===== src/rtl/uart_tx_buffer.sv =====
// Byte FIFO between a CPU memory bus and uart_tx: writes queue the low data byte,
// reads return FIFO status, and a drain FSM hands bytes to uart_tx one frame at a time.

typedef struct packed {
  logic        mem_valid;
  logic        mem_instr;
  logic [31:0] mem_addr;
  logic [31:0] mem_wdata;
  logic [3:0]  mem_wstrb;
} mem_in_type;

typedef struct packed {
  logic        mem_ready;
  logic [31:0] mem_rdata;
  logic        mem_error;
} mem_out_type;

module uart_tx_buffer #(
  parameter int depth = 16
) (
  input  logic        clock,
  input  logic        reset,
  input  mem_in_type  bus_in,
  output mem_out_type bus_out,
  output mem_in_type  tx_in,
  input  mem_out_type tx_out
);

  localparam int PTR_W = $clog2(depth);
  localparam int CNT_W = PTR_W + 1;

  typedef enum logic [1:0] {IDLE, SEND, WAIT} state_t;

  logic [7:0]       mem_q [depth];
  logic [PTR_W-1:0] wr_ptr_q, wr_ptr_d;
  logic [PTR_W-1:0] rd_ptr_q, rd_ptr_d;
  logic [CNT_W-1:0] count_q, count_d;
  logic             pend_valid_q, pend_valid_d;
  logic [7:0]       pend_data_q, pend_data_d;
  state_t           state_q, state_d;
  logic             ready_q, ready_d;
  logic [31:0]      rdata_q, rdata_d;
  logic             tx_valid_q, tx_valid_d;
  logic [7:0]       tx_data_q, tx_data_d;

  logic             push, pop;
  logic [7:0]       push_data;
  logic             fifo_full, fifo_empty, busy, accept;

  logic unused_inputs;
  assign unused_inputs = ^{bus_in.mem_instr, bus_in.mem_addr, bus_in.mem_wdata[31:8],
                           tx_out.mem_rdata, tx_out.mem_error};

  assign fifo_full  = (count_q == CNT_W'(depth));
  assign fifo_empty = (count_q == '0);
  assign busy       = (state_q != IDLE);
  // A request seen while its own response is on the bus is the same request, not a new one.
  assign accept     = bus_in.mem_valid && !pend_valid_q && !ready_q;

  always_comb begin
    wr_ptr_d     = wr_ptr_q;
    rd_ptr_d     = rd_ptr_q;
    count_d      = count_q;
    pend_valid_d = pend_valid_q;
    pend_data_d  = pend_data_q;
    state_d      = state_q;
    ready_d      = 1'b0;
    rdata_d      = 32'h0;
    tx_valid_d   = 1'b0;
    tx_data_d    = 8'h0;
    push         = 1'b0;
    pop          = 1'b0;
    push_data    = pend_data_q;

    if (pend_valid_q) begin
      if (!fifo_full) begin
        push         = 1'b1;
        pend_valid_d = 1'b0;
        ready_d      = 1'b1;
      end
    end else if (accept) begin
      if (|bus_in.mem_wstrb) begin
        if (!fifo_full) begin
          push      = 1'b1;
          push_data = bus_in.mem_wdata[7:0];
          ready_d   = 1'b1;
        end else begin
          pend_valid_d = 1'b1;
          pend_data_d  = bus_in.mem_wdata[7:0];
        end
      end else begin
        ready_d = 1'b1;
        rdata_d = {16'h0, 8'(count_q), 5'h0, busy, fifo_empty, fifo_full};
      end
    end

    // The head byte is captured on entry to SEND so tx_in is driven straight from flops.
    case (state_q)
      IDLE: begin
        if (!fifo_empty) begin
          state_d    = SEND;
          tx_valid_d = 1'b1;
          tx_data_d  = mem_q[rd_ptr_q];
        end
      end
      SEND: begin
        pop     = 1'b1;
        state_d = WAIT;
      end
      WAIT: begin
        if (tx_out.mem_ready) state_d = IDLE;
      end
      default: state_d = IDLE;
    endcase

    if (push) wr_ptr_d = wr_ptr_q + PTR_W'(1);
    if (pop)  rd_ptr_d = rd_ptr_q + PTR_W'(1);
    if (push && !pop)      count_d = count_q + CNT_W'(1);
    else if (pop && !push) count_d = count_q - CNT_W'(1);
  end

  always_ff @(posedge clock or posedge reset) begin
    if (reset) begin
      wr_ptr_q     <= '0;
      rd_ptr_q     <= '0;
      count_q      <= '0;
      pend_valid_q <= 1'b0;
      state_q      <= IDLE;
      ready_q      <= 1'b0;
      rdata_q      <= 32'h0;
      tx_valid_q   <= 1'b0;
      tx_data_q    <= 8'h0;
    end else begin
      wr_ptr_q     <= wr_ptr_d;
      rd_ptr_q     <= rd_ptr_d;
      count_q      <= count_d;
      pend_valid_q <= pend_valid_d;
      state_q      <= state_d;
      ready_q      <= ready_d;
      rdata_q      <= rdata_d;
      tx_valid_q   <= tx_valid_d;
      tx_data_q    <= tx_data_d;
    end
  end

  always_ff @(posedge clock) begin
    pend_data_q <= pend_data_d;
    if (push) mem_q[wr_ptr_q] <= push_data;
  end

  assign bus_out.mem_ready = ready_q;
  assign bus_out.mem_rdata = rdata_q;
  assign bus_out.mem_error = 1'b0;

  assign tx_in.mem_valid = tx_valid_q;
  assign tx_in.mem_instr = 1'b0;
  assign tx_in.mem_addr  = 32'h0;
  assign tx_in.mem_wdata = {24'h0, tx_data_q};
  assign tx_in.mem_wstrb = {3'b000, tx_valid_q};

endmodule


===== config.mk =====
export PLATFORM = sky130hd
export DESIGN_NAME = uart_tx_buffer
export DESIGN_NICKNAME = d
export VERILOG_FILES = /design/src/rtl/uart_tx_buffer.sv
export SDC_FILE = /design/constraint.sdc
export NUM_CORES = 1
export LEC_CHECK = 0
export CAP_MARGIN = 10
export CORE_MARGIN = 2
export CORE_UTILIZATION = 40
export DETAILED_ROUTE_END_ITERATION = 8
export GPL_ROUTABILITY_DRIVEN = 1
export GPL_TIMING_DRIVEN = 0
export PLACE_DENSITY = 0.74
export SETUP_SLACK_MARGIN = 0.5
export SYNTH_ARGS = -nofsm -noshare
export SYNTH_HDL_FRONTEND = slang
export SYNTH_SLANG_ARGS = --single-unit
export TNS_END_PERCENT = 1

===== constraint.sdc =====
create_clock -name clock -period 3.8 [get_ports clock]
set_input_delay 0.76 -clock clock [delete_from_list [all_inputs] [get_ports clock]]
set_output_delay 0.76 -clock clock [all_outputs]
set_load 0.005 [all_outputs]

==> flow_metrics.env <==
export IMPL_yosysWarnings=0
export IMPL_finalCritPeriodShare_pct=83.5
export IMPL_grt_total_usage_pct=15.0
export IMPL_cts_root_buf="clkbuf_16"
export IMPL_final_nets=718
export IMPL_synthTopCellsByArea="edfxtp_1, dfrtp_1, mux4_2"
export IMPL_power_leakage_nw=3.59
export IMPL_slew_viol_final=0
export IMPL_async_flop_share_pct=20.0
export IMPL_clk_insertion_delay_late_ns=0.43
export IMPL_die_w_um=140
export IMPL_final_setup_viol_count=0
export IMPL_hold_class="reg -> reg"
export IMPL_grt_pass1_vias=3853
export IMPL_synth_edf_count=136
export IMPL_synth_top_area_share_pct=54.9
export IMPL_cap_violations=0
export IMPL_p_per_area_mw_per_mm2=663
export IMPL_arrival_ns=3.47
export IMPL_ys_seq_area_share_pct=66.3
export IMPL_area_delta_synth_final_pct=22.9
export IMPL_synthesis_area_mm2=0.00744
export IMPL_finalHoldViolations=0
export IMPL_synth_cell_types=41
export IMPL_yosysTopAreaCell="edfxtp_1"
export IMPL_path_clk_slew_ns=0.06
export IMPL_grt_max_degree=22
export IMPL_slew_headroom_pct=23.9
export IMPL_ys_top_cells_by_count="edfxtp_1, buf_4, dfrtp_1, mux4_2, mux2i_1"
export IMPL_clock_path_buffers=2
export IMPL_cts_tree="built"
export IMPL_synth_seq_cells=170
export IMPL_max_vdd_ir_drop_mv=0.345
export IMPL_cts_hold_repair_buffers=0
export IMPL_cp_required_ns=4.09
export IMPL_grt_pass1_wl_um=21700
export IMPL_antenna_found_initial=0
export IMPL_grt_overflow=0
export IMPL_tns_ns=0
export IMPL_start_util_pct=41.1
export IMPL_dp_slack_ns=-0.199
export IMPL_startpoint_type="primary input"
export IMPL_pin_count=210
export IMPL_rows=49
export IMPL_final_util_pct=50.6
export IMPL_drt_iter0_drc=250
export IMPL_ant_nets=0
export IMPL_vias=3942
export IMPL_min_period_ns=3.17
export IMPL_drc_errors=0
export IMPL_total_power_mw=6.06
export IMPL_synth_flop_cell="edfxtp_1"
export IMPL_tightest_slew_ns=1.13
export IMPL_layout_drive_gt1_share_pct=32.0
export IMPL_cts_made_buffers=17
export IMPL_postPlaceCellArea_mm2=0.00847
export IMPL_avgSynthCellArea_um2=16.5
export IMPL_gp_congestion=0.816
export IMPL_firstDrtPassIters=4
export IMPL_synth_most_common_cell="edfxtp_1"
export IMPL_endpoint_kind="flop"
export IMPL_port_buffers=34
export IMPL_clock_sinks=170
export IMPL_outcome="finished clean"
export IMPL_fin_ws_ns=0.625
export IMPL_die_h_um=140
export IMPL_fin_skew_ns=0.00952
export IMPL_htreeDepth=4
export IMPL_via_per_inst=4.67
export IMPL_dpl_hpwl_um=9980
export IMPL_routedWlPerCell_um=16.9
export IMPL_rsz0062_at_grt="no"
export IMPL_fmax_mhz=315
export IMPL_die_area_mm2=0.0197
export IMPL_syn_inst=450
export IMPL_cp_max_fo=6
export IMPL_n_antenna_cell=0
export IMPL_design_area_mm2=0.00914
export IMPL_wirelength_um=14300
export IMPL_core_area_mm2=0.0181
export IMPL_critical_path_class="in -> reg"
==> critical path, cell delays in order <==
cell	delay, ns
clkdlybuf4s50_1	0.39
or4_1	0.50
buf_4	0.16
a21o_1	0.19
nand2_4	0.08
buf_8	0.10
inv_1	0.05
ha_4	0.18
inv_4	0.08
buf_4	0.11
ha_1	0.22
a21o_1	0.19
a21oi_2	0.15
xor2_1	0.20
o21ai_1	0.09
==> routing by layer <==
metal  vias up  track usage, %  share of wire (%)
li1       1814               -                  -
met3        29            4.72                8.8
met4         0            6.01                2.4
met5         -               0                  0
met1      1912            18.5                 40
met2       187            24.6                 48
==> power by group <==
| group | internal (mW) | total [mW] | switching [mW] |
|---|---|---|---|
| Sequential | 2.30 | 2.44 | 0.141 |
| Clock | 0.913 | 1.59 | 0.675 |
| Combinational | 0.973 | 2.04 | 1.07 |
| Total | 4.18 | 6.06 | 1.88 |
==> metrics by stage <==
stage / hold slack [ns] / instances
after floorplan: 0.468 / 534
after global placement: 0.485 / 797
after detailed placement: 0.525 / 803
after CTS: 0.542 / 839
after global routing: 0.570 / 844
final: 0.549 / 844
==> layout make-up <==
cell class,count,area [µm²]
multi-input cells,253,2120
inverters,7,28.8
clock inverters,8,61.3
plain buffers,104,752
repair buffers,49,465
flip-flops and latches,170,4930
clock buffers,24,493
fillers,1498,8940
well taps,229,287
==> flip-flops by register name, indices dropped and copies added (netlist names) <==
signal / cells
mem_q: 128
pend_data_q: 8
rdata_q: 8
tx_data_q: 8
count_q: 5
rd_ptr_q: 4
wr_ptr_q: 4
state_q: 2
pend_valid_q: 1
ready_q: 1
tx_valid_q: 1
==> repair_timing <==
item / CTS / global route
cloned: 0 / 0
endpoints found under the hold margin: 0 / 0
gates resized for setup: 5 / 7
buffers inserted: 4 / 3
pin swaps: 1 / 3
endpoints found under the setup margin: 2 / 2
==> kinds of logic after synthesis <==
family	after synthesis	synth area share [%]
compound gates	22	1.92
flops	170	66.3
simple gates	68	4.94
fa+ha+maj	10	1.78
buf+inv	111	10.4
mux	59	13.5
xor+xnor	9	1.06
other cells	1	0.0504
==> cells in the final DEF (no fill, tap or decap), types with 7 or more instances in the layout <==
cell type,netlist,final
edfxtp_1,136,136
buf_4,90,102
conb_1,1,85
dfrtp_1,34,34
clkdlybuf4s50_1,0,34
mux4_2,32,32
clkbuf_16,0,18
mux2i_1,17,17
nand2_1,16,16
nor2_1,12,12
mux2_2,10,10
buf_2,8,10
and2_1,9,9
clkbuf_1,4,8
o22ai_1,8,8
nor3_1,8,8
xnor2_1,7,7
ha_1,9,7
==> final timing paths <==
check                                           to  cells after the start  slack (ns)                   start
min in group asynchronous   pend_valid_q$_DFF_PP0_                      2        0.75                   reset
max in group asynchronous  rd_ptr_q[2]$_DFFE_PP0N_                      3        2.51                   reset
hold / removal              state_q[1]$_DFFE_PP0P_                      2        0.55  state_q[1]$_DFFE_PP0P_
setup reg to reg            count_q[3]$_DFFE_PP0P_                     13        0.86  count_q[0]$_DFFE_PP0P_
hold reg to reg             state_q[1]$_DFFE_PP0P_                      2        0.55  state_q[1]$_DFFE_PP0P_
setup / recovery            count_q[3]$_DFFE_PP0P_                     15        0.63               bus_in[1]
(Power assumes the default switching activity.)
